$ cat src/rtl/ram_bist16x8.sv
// March-style BIST sequencer for a 16x8 single-port RAM (sync write, comb read).
// Writes pat(a) = 2*a to every word, reads back and compares. With the macro
// RAM_BIST_INV_PASS_EN defined, a second write/read pass uses ~pat(a).
// Reports pass/fail, the first failing address and a saturating error count.
module ram_bist16x8 #(
  parameter int unsigned ADDR_W = 4,
  parameter int unsigned DATA_W = 8
) (
  input  logic              clk,
  input  logic              rst_n,
  input  logic              start,
  output logic [ADDR_W-1:0] mem_addr,
  output logic [DATA_W-1:0] mem_din,
  output logic              mem_we,
  input  logic [DATA_W-1:0] mem_dout,
  output logic              busy,
  output logic              done,
  output logic              pass,
  output logic [ADDR_W-1:0] fail_addr,
  output logic [7:0]        err_count
);

  typedef enum logic [2:0] {
    StIdle,
    StW0,
    StR0,
`ifdef RAM_BIST_INV_PASS_EN
    StW1,
    StR1,
`endif
    StDone
  } state_e;

  state_e            state;
  logic [ADDR_W-1:0] cnt;
  logic [DATA_W-1:0] pat;
  logic [DATA_W-1:0] expect_val;
  logic              wr_phase;
  logic              rd_phase;
  logic              inv;
  logic              mismatch;
  logic              last;
  logic [7:0]        err_next;

  assign mem_addr = cnt;

  // Phase decode, expected data, compare and RAM strobes (mem_we drops with async reset)
  always_comb begin
    pat      = DATA_W'({cnt, 1'b0});
    wr_phase = (state == StW0);
    rd_phase = (state == StR0);
    inv      = 1'b0;
`ifdef RAM_BIST_INV_PASS_EN
    wr_phase = wr_phase | (state == StW1);
    rd_phase = rd_phase | (state == StR1);
    inv      = (state == StW1) || (state == StR1);
`endif
    expect_val = inv ? ~pat : pat;
    mismatch   = rd_phase && (mem_dout != expect_val);
    err_next   = (mismatch && (err_count != 8'hFF)) ? err_count + 8'd1 : err_count;
    last       = &cnt;
    mem_we     = wr_phase;
    mem_din    = wr_phase ? expect_val : '0;
  end

  // Sequencer state, address counter and registered status outputs
  always_ff @(posedge clk or negedge rst_n) begin
    if (!rst_n) begin
      state     <= StIdle;
      cnt       <= '0;
      busy      <= 1'b0;
      done      <= 1'b0;
      pass      <= 1'b0;
      fail_addr <= '0;
      err_count <= '0;
    end else begin
      if (mismatch) begin
        err_count <= err_next;
        if (err_count == 8'd0) fail_addr <= cnt;
      end
      unique case (state)
        StIdle: begin
          if (start) begin
            state     <= StW0;
            cnt       <= '0;
            busy      <= 1'b1;
            pass      <= 1'b0;
            err_count <= '0;
            fail_addr <= '0;
          end
        end
        StW0: begin
          cnt <= cnt + 1'b1;
          if (last) state <= StR0;
        end
        StR0: begin
          cnt <= cnt + 1'b1;
          if (last) begin
`ifdef RAM_BIST_INV_PASS_EN
            state <= StW1;
`else
            state <= StDone;
            done  <= 1'b1;
            pass  <= (err_next == 8'd0);
`endif
          end
        end
`ifdef RAM_BIST_INV_PASS_EN
        StW1: begin
          cnt <= cnt + 1'b1;
          if (last) state <= StR1;
        end
        StR1: begin
          cnt <= cnt + 1'b1;
          if (last) begin
            state <= StDone;
            done  <= 1'b1;
            // Include a mismatch seen on this final read cycle
            pass  <= (err_next == 8'd0);
          end
        end
`endif
        StDone: begin
          state <= StIdle;
          done  <= 1'b0;
          busy  <= 1'b0;
        end
        default: state <= StIdle;
      endcase
    end
  end

endmodule
$ cat config.mk
export PLATFORM = sky130hd
export DESIGN_NAME = ram_bist16x8
export DESIGN_NICKNAME = d
export VERILOG_FILES = /design/src/rtl/ram_bist16x8.sv
export SDC_FILE = /design/constraint.sdc
export NUM_CORES = 1
export LEC_CHECK = 0
export ABC_AREA = 0
export CAP_MARGIN = 15
export CORE_UTILIZATION = 53
export CTS_BUF_LIST = sky130_fd_sc_hd__clkbuf_4
export DETAILED_ROUTE_END_ITERATION = 8
export GPL_ROUTABILITY_DRIVEN = 0
export PLACE_DENSITY = 0.84
export SETUP_SLACK_MARGIN = 0.5
export SYNTH_ARGS = -nofsm -noshare
export SYNTH_HDL_FRONTEND = slang
export SYNTH_SLANG_ARGS = --single-unit
$ cat constraint.sdc
create_clock -name clk -period 5 [get_ports clk]
set_input_delay 0.75 -clock clk [delete_from_list [all_inputs] [get_ports clk]]
set_output_delay 0.75 -clock clk [all_outputs]
set_load 0.1 [all_outputs]
==> impl_metrics.py <==
metrics = {
    "run_status": {
        "outcome": "complete, no violations",
    },
    "hold_path": {
        "worst_hold_path_type": "reg2reg",
        "worstHoldStart": "fail_addr[1]$_DFF_PN0_",
    },
    "clock_tree": {
        "cts_setup_buffers": 0,
        "clock-sinks": 21,
        "cts_tree": "yes",
        "htree_num_levels": 1,
        "ctsResizeCount": 0,
        "clk_pin_slew_ns": 0.12,
        "cts_buffers": 3,
        "insertion_delay_ns": 0.31,
        "clk_root_buffer_cell": "clkbuf_4",
        "hold_buffers": 0,
        "clockBufferDepth": 2,
    },
    "routing": {
        "drt_iter0_markers": 53,
        "drc": 0,
        "drtPass1Iterations": 4,
        "via_count": 1177,
        "viasPerCell": 5.63,
        "wl_mm": 3.05,
        "final_antenna_net_count": 0,
        "wire_per_inst_um": 14.6,
    },
    "worst_setup_path": {
        "end_kind": "output pin",
        "cp.arrival_ns": 2.40,
        "path_buf_inv": 2,
        "crit_chain": "inv_1, ha_1, and2_1, clkdlybuf4s50_1",
        "required_ns": 4.25,
        "crit_path_start_kind": "flip-flop",
        "r2r-start": "state[0]$_DFFE_PN0P_",
        "cp-startpoint": "state[1]$_DFFE_PN0P_",
        "crit_family": "buffers and inverters",
        "cp_slowest_cell": "clkdlybuf4s50_1",
        "critical_path_class": "reg2out",
        "max_stage_delay_ns": 1.13,
        "cp_max_fo": 7,
    },
    "sta": {
        "maxSlewViolCount": 0,
        "setup-violations-final": 0,
        "worst_slew_pin_slew_ns": 0.988,
        "fin_crit_ns": 3.15,
        "fmax_mhz": 317,
        "maxSlewHeadroom": 0.339,
        "fin_skew_ns": 0.00369,
        "rsz0062_at_grt": "false",
        "hold_viol_final": 0,
        "finalSetupTns_ns": 0,
        "fin_crit_sh": 0.630,
    },
    "grt": {
        "grt_antenna_before_repair": 0,
        "grt_pass1_wl_mm": 4.69,
        "grt_remaining_overflow": 0,
        "grt_max_degree": 22,
        "grt_usage": 0.236,
        "grt_pass1_vias": 1028,
    },
    "placed_design": {
        "portBuffers": 34,
        "dp_hpwl_mm": 2.25,
        "postPlaceCellArea_sq_mm": 0.00168,
    },
    "synthesis": {
        "netlist_area_sq_mm": 0.00138,
        "syn_avg_cell_area_sq_um": 9.19,
        "synthCells": 150,
        "synth.yosys.seq_area_share": 0.381,
        "ys_warn_count": 0,
        "ys_types": 40,
        "synth-seq-cells": 21,
    },
    "flow_run": {
        "maxCapViolCount": 0,
    },
    "floorplan": {
        "die_w_um": 53.0,
        "io_pins": 39,
        "placementRows": 18,
        "die_area_sq_mm": 0.00281,
        "die_y_um": 53.0,
        "coreArea_sq_mm": 0.00248,
        "initial_core_util": 0.557,
    },
    "finish": {
        "drive_above_1_share": 0.0615,
        "diodes": 0,
        "finalInstanceArea_sq_mm": 0.00171,
        "fin_nets": 198,
        "area_growth_pct": 24.0,
    },
}
synthesized netlist by cell type (all sizes together):
master,count,area (sq um)
xor2,7,61.3
and3,1,6.26
conb,1,3.75
a21oi,6,30.0
ha,7,87.6
inv,7,26.3
nor4,1,6.26
nand3b,1,7.51
a32o,1,10.0
a31o,1,8.76
a22o,2,17.5
a41o,1,10.0
xnor2,3,26.3
buf,10,77.6
nand3,7,35.0
nand2b,1,6.26
o41ai,1,8.76
nor2b,1,6.26
nor2,19,78.8
or4,1,11.3
mux2,1,15.0
o21ai,11,55.1
and4b,1,10.0
nor4b,1,8.76
or2b,1,7.51
or3,1,7.51
and2,5,31.3
clkbuf,2,8.75
dfrtp,21,526
nor3,3,20.0
a211oi,3,27.5
mux2i,8,80.1
nand2,10,37.5
nand4,3,18.8
worst min-delay path: cells and delay by family (launching register included):
kind             cells  cell delay, ns
flip-flops           1            0.36
AND/OR/NAND/NOR      1            0.08
multiplexers         1            0.06
per-stage QoR:
stage | setup slack [ns] | util | hold WS (ns) | std cells
2_1_floorplan | 2.06 | - | 0.454 | 153
3_3_place_gp | 2.29 | 0.679 | 0.500 | 205
3_5_place_dp | 2.20 | 0.679 | 0.508 | 205
4_1_cts | 1.85 | 0.690 | 0.539 | 209
5_1_grt | 1.78 | 0.690 | 0.556 | 209
6_report | 1.85 | 0.690 | 0.535 | 209
logic make-up after synthesis:
family | synth area share
mux | 0.0690
xor+xnor | 0.0635
buf+inv | 0.0817
compound gates | 0.122
flops | 0.381
other cells | 0.00272
simple gates | 0.217
fa+ha+maj | 0.0635
worst paths after layout:
| path | end | slack (ns) | depth (start not counted) |
|---|---|---|---|
| worst max-delay path | mem_din[4] | 1.85 | 4 |
| worst min-delay path | fail_addr[1]$_DFF_PN0_ | 0.53 | 2 |
| worst max register to register | pass$_DFFE_PN0P_ | 2.79 | 7 |
| worst min register to register | fail_addr[1]$_DFF_PN0_ | 0.53 | 2 |
| max in group asynchronous | mem_addr[1]$_DFFE_PN0P_ | 3.47 | 1 |
| min in group asynchronous | err_count[0]$_DFF_PN0_ | 0.95 | 1 |
placed cells by master (no fill, tap or decap), drive strengths merged:
master	instances
nor3	3
a41o	1
ha	7
xnor2	3
nor4b	1
a21oi	6
nand3	7
clkbuf	3
and3	1
a31o	1
a22o	2
o41ai	1
nand2	10
nor2b	1
a32o	1
clkdlybuf4s50	34
conb	4
nand2b	1
or4	1
o21ai	11
clkinv	1
and2	5
nand4	3
nor2	19
inv	7
or2b	1
dfrtp	21
and4b	1
mux2i	8
a211oi	3
nand3b	1
or3	1
xor2	7
nor4	1
mux2	1
cell type report:
cell class	instances	area, sq um
inverters	7	26.3
multi-input cells	113	752
clock buffers	3	22.5
repair buffers	34	340
clock inverters	1	5.00
well taps	30	37.5
fillers	194	768
flip-flops and latches	21	526
state kept, by name, indices dropped and copies added (netlist names):
name and cells:
mem_addr 4, busy 1, state 2, err_count 8, fail_addr 4, pass 1, done 1
metal layers:
metal	up-vias	GRT usage	wire (um)
li1	568	-	-
met3	6	0.0374	155
met5	-	0	0
met4	0	0.0789	38
met1	568	0.303	1330
met2	35	0.401	1530
Power is not shown: default switching activity piles up to over one toggle a cycle in this logic, so the estimate is an artifact.
